$ cat config.mk
export PLATFORM = sky130hd
export DESIGN_NAME = seq_001_tx_flat
export DESIGN_NICKNAME = d
export VERILOG_FILES = /design/src/rtl/seq_001_tx_if.sv /design/src/rtl/seq_001_tx.sv /design/src/flat_wrapper.sv
export SDC_FILE = /design/constraint.sdc
export NUM_CORES = 1
export LEC_CHECK = 0
export ABC_AREA = 1
export CORE_MARGIN = 2
export CORE_UTILIZATION = 51
export CTS_BUF_LIST = sky130_fd_sc_hd__clkbuf_2 sky130_fd_sc_hd__clkbuf_4 sky130_fd_sc_hd__clkbuf_8
export CTS_CLUSTER_SIZE = 14
export DETAILED_ROUTE_END_ITERATION = 7
export PLACE_DENSITY = 0.77
export SLEW_MARGIN = 20
export SYNTH_ARGS = -nofsm -noshare
export SYNTH_HDL_FRONTEND = slang
export SYNTH_SLANG_ARGS = --single-unit
$ cat constraint.sdc
create_clock -name clk -period 1.83 [get_ports clk]
set_input_delay 0.183 -clock clk [delete_from_list [all_inputs] [get_ports clk]]
set_output_delay 0.183 -clock clk [all_outputs]
set_load 0.02 [all_outputs]
$ cat src/rtl/seq_001_tx_if.sv
// Word-in / serial-out port bundle for the "001"-sync serial transmitter.
// A word transfers on a rising clk edge where din_valid and din_ready are both 1.
// din_ready comes from a register, so it never depends on din_valid.
// din_valid may drop or din may change while din_ready is 0 without effect.
interface seq_001_tx_if #(
  parameter int DATA_W = 8
);
  logic [DATA_W-1:0] din;
  logic              din_valid;
  logic              din_ready;
  logic              xout;
  logic              busy;
  logic              done;

  modport master (
    output din, din_valid,
    input  din_ready, xout, busy, done
  );

  modport slave (
    input  din, din_valid,
    output din_ready, xout, busy, done
  );
endinterface

$ cat src/rtl/seq_001_tx.sv
// Serial framer: each accepted word is sent as "001", the payload MSB first, then GAP_BITS idle-high bits.
// All outputs are registered from the next-state values, so they line up with the state they describe.
module seq_001_tx #(
  parameter int DATA_W   = 8,
  parameter int GAP_BITS = 1
) (
  input  logic         clk,
  input  logic         reset,
  seq_001_tx_if.slave  bus,
  output logic [1:0]   state_dbg
);
  localparam int BIDX_W = (DATA_W > 1) ? $clog2(DATA_W) : 1;
  localparam logic [BIDX_W-1:0] BIDX_LAST = BIDX_W'(DATA_W - 1);
  localparam logic [3:0]        GAP_LAST  = 4'(GAP_BITS - 1);

  typedef enum logic [1:0] {
    IDLE = 2'd0,
    SYNC = 2'd1,
    DATA = 2'd2,
    GAP  = 2'd3
  } state_t;

  state_t            state, state_n;
  logic [1:0]        sidx, sidx_n;
  logic [BIDX_W-1:0] bidx, bidx_n;
  logic [3:0]        gcnt, gcnt_n;
  logic [DATA_W-1:0] sh, sh_n;
  logic              fire;
  logic              xout_n, busy_n, done_n, ready_n;

  assign fire      = bus.din_valid && bus.din_ready;
  assign state_dbg = state;

  always_comb begin
    state_n = state;
    sidx_n  = sidx;
    bidx_n  = bidx;
    gcnt_n  = gcnt;
    sh_n    = sh;
    case (state)
      IDLE: begin
        if (fire) begin
          state_n = SYNC;
          sidx_n  = 2'd0;
          sh_n    = bus.din;
        end
      end
      SYNC: begin
        if (sidx == 2'd2) begin
          state_n = DATA;
          bidx_n  = '0;
        end else begin
          sidx_n = sidx + 2'd1;
        end
      end
      DATA: begin
        if (bidx == BIDX_LAST) begin
          state_n = GAP;
          gcnt_n  = 4'd0;
        end else begin
          bidx_n = bidx + BIDX_W'(1);
          sh_n   = sh << 1;
        end
      end
      GAP: begin
        // A word accepted on the last gap bit chains straight into the next SYNC.
        if (gcnt == GAP_LAST) begin
          if (fire) begin
            state_n = SYNC;
            sidx_n  = 2'd0;
            sh_n    = bus.din;
          end else begin
            state_n = IDLE;
          end
        end else begin
          gcnt_n = gcnt + 4'd1;
        end
      end
      default: state_n = IDLE;
    endcase

    busy_n  = (state_n != IDLE);
    done_n  = (state_n == GAP) && (gcnt_n == GAP_LAST);
    ready_n = (state_n == IDLE) || done_n;
    case (state_n)
      SYNC:    xout_n = (sidx_n == 2'd2);
      DATA:    xout_n = sh_n[DATA_W-1];
      default: xout_n = 1'b1;
    endcase
  end

  always_ff @(posedge clk or posedge reset) begin
    if (reset) begin
      state         <= IDLE;
      sidx          <= 2'd0;
      bidx          <= '0;
      gcnt          <= 4'd0;
      sh            <= '0;
      bus.xout      <= 1'b1;
      bus.busy      <= 1'b0;
      bus.done      <= 1'b0;
      bus.din_ready <= 1'b1;
    end else begin
      state         <= state_n;
      sidx          <= sidx_n;
      bidx          <= bidx_n;
      gcnt          <= gcnt_n;
      sh            <= sh_n;
      bus.xout      <= xout_n;
      bus.busy      <= busy_n;
      bus.done      <= done_n;
      bus.din_ready <= ready_n;
    end
  end
endmodule

$ cat src/flat_wrapper.sv
// flat-port wrapper written by rule: the top's interface ports become plain ports
module seq_001_tx_flat 
#(
  parameter int DATA_W   = 8,
  parameter int GAP_BITS = 1
)
  (clk, reset, state_dbg, bus_din, bus_din_valid, bus_din_ready, bus_xout, bus_busy, bus_done);
  seq_001_tx_if #(.DATA_W(DATA_W)) bus_i ();
  input  logic clk;
  input  logic reset;
  output logic [1:0] state_dbg;
  input wire logic [$bits(bus_i.din)-1:0] bus_din;
  input wire logic [$bits(bus_i.din_valid)-1:0] bus_din_valid;
  output wire logic [$bits(bus_i.din_ready)-1:0] bus_din_ready;
  output wire logic [$bits(bus_i.xout)-1:0] bus_xout;
  output wire logic [$bits(bus_i.busy)-1:0] bus_busy;
  output wire logic [$bits(bus_i.done)-1:0] bus_done;
  assign bus_i.din = bus_din;
  assign bus_i.din_valid = bus_din_valid;
  assign bus_din_ready = bus_i.din_ready;
  assign bus_xout = bus_i.xout;
  assign bus_busy = bus_i.busy;
  assign bus_done = bus_i.done;
  seq_001_tx #(.DATA_W(DATA_W), .GAP_BITS(GAP_BITS)) u_core (.clk(clk), .reset(reset), .bus(bus_i), .state_dbg(state_dbg));
endmodule
==> flow_metrics.tcl <==
set metrics [dict create \
    tightest_slew_ns 0.513 \
    yosys.area.top_type "dfrtp_1" \
    cts.sinks 23 \
    synth_edf_count 0 \
    area_growth_pct 24.7 \
    slew-limit-headroom_pct 65.7 \
    nets 217 \
    drtIter0Drc 28 \
    io_pins 17 \
    dp.cells 216 \
    n_fill_cell 204 \
    grt_pass1_vias 1156 \
    avgViaCountPerCell 5.16 \
    slew_violations 0 \
    status "finished clean" \
    die-area_um2 3010 \
    crit_top_cell "buf_4" \
    synth_nets 188 \
    finalCritPeriodShare_pct 93.9 \
    wl_um 2930 \
    end_kind "flip-flop" \
    ys_warn_count 0 \
    p_comb_share_pct 50.2 \
    cts.clk_slew.worst_paths_ns 0.13 \
    synth.most_common_cell "nand2_1" \
    postRouteAntennaNets 0 \
    initial_core_util_pct 53.7 \
    layout-drive-gt1-share_pct 17.0 \
    r2r_cells 9 \
    p_sw_mw 0.870 \
    async_flop_share_pct 100 \
    fin_crit_ns 1.72 \
    core_area_um2 2450 \
    whs_ns 0.178 \
    detail_route.wl_per_cell_um 13.1 \
    ys.flop_type "dfrtp_1" \
    ir_worst_vdd_v 0.000879 \
    cp.arrival_ns 1.99 \
    required_ns 2.10 \
    cts_tree "done" \
    synth.avg_cell_area_um2 7.94 \
    synth.ff_latch_count 23 \
    clock_path_buffers 2 \
    critPathMaxFanout 7 \
    cp_slowest_stage_delay_ns 0.46 \
    cap_violations 0 \
    clock.fmax_ghz 0.582 \
    r2r_slack_ns 0.11 \
    drt_pass1_iterations 4 \
    crit_type "flip-flop to flip-flop" \
    netlist_area_um2 1320 \
    pwr-share-seq_pct 37.5 \
    gp_congestion 0.780 \
    grt_max_degree 14 \
    clockRootBuffer "clkbuf_4" \
    p_int_mw 1.24 \
    setup_viol 0 \
    gr-total-overflow 0 \
    grt_pass1_wl_um 4710 \
    grtUsageTotal_pct 22.3 \
    cp_slowest_cell "dfrtp_2" \
    synth_cells 166 \
    ys_seq_area_share_pct 43.8 \
    synth.area.top_cells "dfrtp_1, nand2_1, ha_1" \
    timing.rr.end "u_core.bus.xout" \
    num_vias 1156 \
    ys_types 22 \
    crit_buf_inv 3 \
    core.rowCount 18 \
    antenna_found_initial 0 \
    clkPwrFrac_pct 12.3 \
    ctsHoldBuffers 0 \
    port_buffers 16 \
    power.density_nw_per_um2 1280 \
    worstSetupStartpointType "flip-flop" \
    power_leakage_nw 0.891 \
    finalHoldViolations 0 \
    htree_num_levels 1 \
    hp-class "primary input to asynchronous set/reset pin" \
    cts_inserted_buffers 3 \
    clkLatencyLatePin_ns 0.32 \
    skew_ns 0.00366 \
    stdcell_count 224 \
    r2r_start "u_core.state_dbg[0]" \
    num_antenna_cells 0 \
    synth_top_cell_area_share_pct 39.8 \
    cp_top_family "flip-flops" \
    synth_commonest_cells "nand2_1, inv_1, dfrtp_1" \
    die_w_um 54.9 \
    drc_errors 0 \
    crit_chain "buf_4 > nor2_4 > nand2_1 > o21ai_1 > nor3_2 > buf_4 > buf_4 > ha_1 > nand3_1" \
    p_sw_share_pct 41.3 \
    dp_hpwl_um 2180 \
    fp.dieH_um 54.9 \
]
## metrics by stage
stage	instance area (um^2)	power, mW	TNS (ns)	setup WS, ns	utilization [%]
final	1640	2.11	0	0.112	67.0
after global placement	1550	1.71	0	0.113	63.2
after floorplan	1320	1.41	0	0.0739	-
after detailed placement	1550	1.75	0	0.0861	63.2
after global routing	1640	2.29	-0.114	-0.0605	67.0
after CTS	1580	2.01	0	0.0440	64.4
## cells by family (layout without fill, tap and decap cells)
| group | count (synthesis) | after routing | synth area share [%] |
|---|---|---|---|
| flip-flops | 23 | 23 | 43.8 |
| XOR/XNOR | 1 | 1 | 0.664 |
| AND/OR/NAND/NOR | 77 | 77 | 27.2 |
| buffers and inverters | 34 | 62 | 9.68 |
| AO/OA/AOI/OAI | 20 | 20 | 8.16 |
| adder cells (fa/ha/maj) | 11 | 11 | 10.4 |
## registers in the layout, indices dropped and copies added (netlist names)
signal	cells
u_core.sh	8
u_core.sidx	2
u_core.state_dbg	2
u_core.bus.busy	1
u_core.bus.xout	1
u_core.bus.din_ready	1
u_core.bus.done	1
u_core.gcnt	4
u_core.bidx	3
## worst max-delay path by stage
stage                             start              endpoint  depth (start not counted)
floorplan                u_core.gcnt[0]       u_core.bus.done                         12
global placement         u_core.bidx[0]       u_core.bus.done                         11
detailed placement       u_core.bidx[0]       u_core.bus.done                         11
CTS                      u_core.bidx[0]       u_core.bus.done                         11
global route        u_core.state_dbg[1]  u_core.bus.din_ready                         11
finish              u_core.state_dbg[0]       u_core.bus.xout                          9
## worst reg2reg max path, cell delays in order, from the launching register on
cell	delay [ns]
dfrtp_2	0.46
buf_4	0.15
nor2_4	0.18
nand2_1	0.07
o21ai_1	0.10
nor3_2	0.06
buf_4	0.13
buf_4	0.13
ha_1	0.30
nand3_1	0.09
## placed cells by master, fill, tap and decap left out, types with 5 or more instances in the layout
| cell | n |
|---|---|
| nand2_1 | 39 |
| inv_1 | 31 |
| dfrtp_1 | 19 |
| nand3_1 | 16 |
| clkdlybuf4s50_1 | 16 |
| nor2_1 | 9 |
| ha_1 | 9 |
| o21ai_0 | 8 |
| buf_4 | 8 |
| nand2_2 | 5 |
| o21ai_1 | 5 |
## per-layer routing
layer | vias to the layer above | track usage (%) | share of wire [%]
met3 | 5 | 3.55 | 4.4
met5 | - | 0 | 0
met1 | 553 | 25.6 | 43
li1 | 573 | - | -
met2 | 25 | 40.7 | 51
met4 | 0 | 8.75 | 1.5
## power groups by stage
stage	combinational (mW)	clock (mW)	sequential (mW)
floorplan	0.557	0	0.854
global placement	0.915	0	0.794
detailed placement	0.953	0	0.802
CTS	0.959	0.262	0.793
global route	1.20	0.282	0.802
finish	1.06	0.260	0.789
## cell type report
cell class | count | area (um^2) | area share [%]
multi-input combinational | 109 | 648 | 39.4
sequential | 23 | 581 | 35.3
timing repair buffer | 24 | 220 | 13.4
inverter | 34 | 128 | 7.76
tap | 30 | 37.5 | 2.28
clock buffer | 4 | 30.0 | 1.83
## timing repair
| item | 4_1_cts | 5_1_grt |
|---|---|---|
| resized for setup | 0 | 10 |
| setup endpoints to repair | 0 | 3 |
| setup buffers | 0 | 4 |
No activity file was read; power rests on OpenSTA's default activity.
==> edit 1: new RTL, same flow settings <==
Make the reset (`reset`) synchronous in one clocked block.
--- a/src/rtl/seq_001_tx.sv
+++ b/src/rtl/seq_001_tx.sv
@@ -89,7 +89,7 @@
     endcase
   end
 
-  always_ff @(posedge clk or posedge reset) begin
+  always_ff @(posedge clk) begin
     if (reset) begin
       state         <= IDLE;
       sidx          <= 2'd0;
Check against the original RTL: differs if reset is asserted again (counterexample within 4 cycles, from zero or initial values and one cycle with reset high); with reset held inactive, the same outputs for 10 cycles.
==> edit 1 against the original RTL <==
  * Area after synthesis is 3.2% lower
  * Worst setup slack worse by 0.019 ns
  * Cell area is 1.1% lower
  * Sequential cell count stayed put
  * Via count is 6.5% higher
  * Routed wire length is 0.96% lower
  * Largest cell class unchanged
Power is not compared: it rests on default switching activity, and its combinational part moved more than twofold at a synthesized area within 25%.
==> edit 1: results (changes against the original RTL) <==
status=completed; met2 GRT Util=0.364 (-0.0429); share of cells above drive strength 1=0.171 (+0.00133); vias in the first global route=1074 (-7.1%); crit share post-route=0.950 (+0.0105); WL met3=130 microns (+0.78%); GR Util met3=0.0583 (+0.0228); post-synthesis adder-cell area fraction=0.108 (+0.00348); dpl ws=0.0114 ns (-0.0747 ns); Post-Syn Instances=181 (+9.0%); worst hold margin=0.468 ns (+0.291 ns); worst-path fanout max=3 (-4); vias per cell=5.13 (-0.61%); sequential element share of the synthesized area=0.361 (-0.0775); worst flop-to-flop path endpoint=u_core.bus.xout; first-iteration detailed-routing DRC count=26 (-7.1%); Top Family by Delay on Critical Path=adder cells; Worst Tran Pin Value=0.401 ns (-0.112 ns); Setup Skew=0.00279 ns (-0.000870 ns); DRT Wirelength=2900 microns (-0.96%); Syn Nets=203 (+8.0%); GPL Wtd Cong=0.844 (+8.2%); Detail Placement HPWL=2170 microns (-0.49%); post-synthesis xor/xnor area fraction=0.00686 (+0.000221); prevailing post-synth register cell=dfxtp_1; Worst path slowest cell=dfxtp_2; worst r2r path cells=10 (+1); Max Buffers Root-to-Sink=2 (unchanged); R2R Setup Slk=0.09 ns (-0.02 ns); most area-consuming cells after synthesis=dfxtp_1, nand2_1, ha_1; asr flop ratio synth=0 (-1.00); CP peak stage delay=0.36 ns (-0.10 ns); FILL cells=201 (-1.5%); Compound-Gate Fraction of Synth Area=0.106 (+0.0243); library cells used by synthesis=23 (+4.5%); RR Startpoint=u_core.bidx[0]; first-pass GRT wire length=4510 microns (-4.4%); Met1 Wirelength=1310 microns (+3.6%); DR WL met2=1420 microns (-4.6%); Overall Global Routing Usage=0.210 (-0.0125); met1 usage=0.253 (-0.00230); post-route insts no fill=240 (+7.1%); Hold/Removal Path Class=input port to flip-flop
==> edit 1: changes by cell type after synthesis, sizes merged, moves of 2 or more <==
cell    change
nand2       +5
dfstp       -2
nand3       +4
clkbuf      +2
o21ai       -7
a21oi       +9
dfrtp      -21
inv         -8
nor2        +8
dfxtp      +23
==> edit 1: cell type report <==
| class | count | area [sq um] | area share |
|---|---|---|---|
| Multi-Input combinational cell | 129 | 749 | 0.461 |
| Sequential cell | 23 | 464 | 0.286 |
| Tap cell | 30 | 37.5 | 0.0231 |
| Clock buffer | 4 | 30.0 | 0.0185 |
| Inverter | 27 | 101 | 0.0624 |
| Timing Repair Buffer | 27 | 243 | 0.149 |
==> edit 1: cells by family after synthesis <==
group,after synthesis
XOR/XNOR,1
AND/OR/NAND/NOR,93
buffers and inverters,29
AO/OA/AOI/OAI,24
flip-flops,23
adder cells (fa/ha/maj),11
==> edit 1: repair_timing <==
item                                    4_1_cts  5_1_grt
hold buffers                                  0        0
endpoints found under the setup margin        0        4
setup buffers                                 0        3
gates resized for setup                       0       15
==> edit 2: new RTL, config.mk and constraints unchanged <==
Made on the original files. `DATA_W` is set to 8 in 3 places; all go to 4.
--- a/src/rtl/seq_001_tx_if.sv
+++ b/src/rtl/seq_001_tx_if.sv
@@ -3,7 +3,7 @@
 // din_ready comes from a register, so it never depends on din_valid.
 // din_valid may drop or din may change while din_ready is 0 without effect.
 interface seq_001_tx_if #(
-  parameter int DATA_W = 8
+  parameter int DATA_W = 4
 );
   logic [DATA_W-1:0] din;
   logic              din_valid;
--- a/src/rtl/seq_001_tx.sv
+++ b/src/rtl/seq_001_tx.sv
@@ -1,7 +1,7 @@
 // Serial framer: each accepted word is sent as "001", the payload MSB first, then GAP_BITS idle-high bits.
 // All outputs are registered from the next-state values, so they line up with the state they describe.
 module seq_001_tx #(
-  parameter int DATA_W   = 8,
+  parameter int DATA_W   = 4,
   parameter int GAP_BITS = 1
 ) (
   input  logic         clk,
--- a/src/flat_wrapper.sv
+++ b/src/flat_wrapper.sv
@@ -1,7 +1,7 @@
 // flat-port wrapper written by rule: the top's interface ports become plain ports
 module seq_001_tx_flat 
 #(
-  parameter int DATA_W   = 8,
+  parameter int DATA_W   = 4,
   parameter int GAP_BITS = 1
 )
   (clk, reset, state_dbg, bus_din, bus_din_valid, bus_din_ready, bus_xout, bus_busy, bus_done);
Interface: changed (resized bus_din); port bits go from 17 to 13. The function was not compared with the original's and may differ.
==> edit 2 against the original RTL <==
  * Total power shrank 8.4%
  * Synthesized cell count shrank 18%
  * Clock power shrank 12%
  * Sequential cell count shrank 5
  * Area after synthesis shrank 17%
  * Count of clock-buffer cells in the layout is the same
  * Via count shrank 21%
  * Maximum frequency grew 1.5%
  * Routed wire length shrank 27%
  * Cell area shrank 20%
  * Largest power group unchanged
  * Sequential share of layout area shrank 1.0 points
  * Worst setup slack gained 0.025 ns
==> edit 2: results (changes against the original RTL) <==
status=completed; Overall Global Routing Usage=0.191 (-0.0319); Worst Tran Pin Value=0.667 ns (+0.153 ns); first-iteration detailed-routing DRC count=19 (-32%); largest net degree at the start of global routing=19 (+5); top post-synthesis cells by count=nand2_1, inv_1, dfrtp_1, nand3_1, nor2_1; Hold/Removal Path Class=input port to async pin; drt first pass iters=4 (unchanged); H-tree depth=1 (unchanged); Skew-Pair Late Insertion Delay=0.30 ns (-0.02 ns); worst path arrival time=1.51 ns (-0.48 ns); Largest regs=u_core.gcnt x4, u_core.sh x4; vias per cell=4.95 (-4.2%); Detail Placement HPWL=1630 microns (-25%); initial antenna violation count=0 (unchanged); library cells used by synthesis=22 (unchanged); asr flop ratio synth=1.00 (unchanged); Setup Skew=0.0112 ns (+0.00757 ns); GPL Wtd Cong=0.811 (+4.0%); prevailing post-synth register cell=dfrtp_1; Top Family by Delay on Critical Path=buffers and inverters; antenna cells=0 (unchanged); Synth Warn #=0 (unchanged); sequential element share of the synthesized area=0.415 (-0.0232); Clock Root Buffer=clkbuf_4; Num CTS Buffers=3 (unchanged); share of cells above drive strength 1=0.171 (+0.000783); cell leakage power=0.743 nW (-17%); Post-DP Area=0.00128 sq mm (-18%); fin nets=175 (-19%); first-pass GRT wire length=3620 microns (-23%); Worst path slowest cell=clkdlybuf4s50_1; worst-path fanout max=7 (unchanged); CTS clock-pin slew for the worst setup and hold paths=0.11 ns (-0.02 ns); most area-consuming cells after synthesis=dfrtp_1, ha_1, nand2_1; Max IR drop VDD=1050 uV (+20%); DRT Wirelength=2140 microns (-27%); final hold violations=0 (unchanged); port bufs=12 (-4); Syn Nets=152 (-19%); vias in the first global route=847 (-27%); CP peak stage delay=0.67 ns (+0.21 ns); Net Sw Frac=0.429 (+0.0164); Max Buffers Root-to-Sink=2 (unchanged)
edit 2: cell types whose count changed in the layout (fill, tap and decap cells not counted), sizes merged, moves of 2 or more:
cell           before  now
inv                34   30
a21oi               5    3
dfrtp              21   16
o21ai              13    5
ha                 11    9
clkdlybuf4s50      16   12
nand2              45   34
edit 2: worst paths after layout:
| kind | cells after the start | slack, ns | from | end |
|---|---|---|---|---|
| setup / recovery | 1 | 0.14 | u_core.state_dbg[1] | state_dbg[1] |
| hold / removal | 2 | 0.27 | reset | u_core.bus.done |
| setup reg to reg | 10 | 0.15 | u_core.gcnt[0] | u_core.bus.din_ready |
| hold reg to reg | 1 | 0.49 | u_core.bidx[0] | u_core.bidx[0] |
| max in group asynchronous | 2 | 1.12 | reset | u_core.state_dbg[1] |
| min in group clk | 3 | 0.45 | bus_din[0] | u_core.sh[0] |
edit 2: power by group through the flow:
stage | Sequential, W | Combinational [W] | Clock, W
finish | 0.000672 | 0.00103 | 0.000228
global route | 0.000684 | 0.00115 | 0.000246
CTS | 0.000669 | 0.00100 | 0.000228
detailed placement | 0.000674 | 0.000993 | 0
global placement | 0.000673 | 0.000964 | 0
floorplan | 0.000727 | 0.000612 | 0
edit 2: per-stage QoR:
| step | cells | worst slack, ns |
|---|---|---|
| global placement | 180 | 0.156 |
| global route | 185 | 0.0212 |
| detailed placement | 180 | 0.0733 |
| CTS | 184 | 0.0747 |
| floorplan | 136 | 0.231 |
| finish | 185 | 0.136 |
edit 2: routing by layer:
metal	part of all wire	vias to the layer above	track usage
met5	0	-	0
met4	0.019	0	0.0694
met3	0.049	5	0.0327
met2	0.47	26	0.327
met1	0.46	415	0.239
li1	-	469	-
edit 2: logic make-up (layout without fill, tap and decap cells):
group | count (synthesis) | in the layout | share of synthesized area
multiplexers | 1 | 1 | 0.00917
adder cells (fa/ha/maj) | 9 | 9 | 0.103
flip-flops | 18 | 18 | 0.415
AND/OR/NAND/NOR | 66 | 66 | 0.287
buffers and inverters | 31 | 53 | 0.114
AO/OA/AOI/OAI | 11 | 11 | 0.0723
edit 2: timing repair:
item                                    4_1_cts  5_1_grt
setup buffers                                 0        1
resized for setup                             0        2
endpoints found under the setup margin        0        2
edit 2: cell type report:
cell class | count | area [sq um]
multi-input cells | 87 | 519
inverters | 30 | 113
well taps | 27 | 33.8
repair buffers | 19 | 173
flip-flops and latches | 18 | 453
clock buffers | 4 | 30.0
fillers | 154 | 661
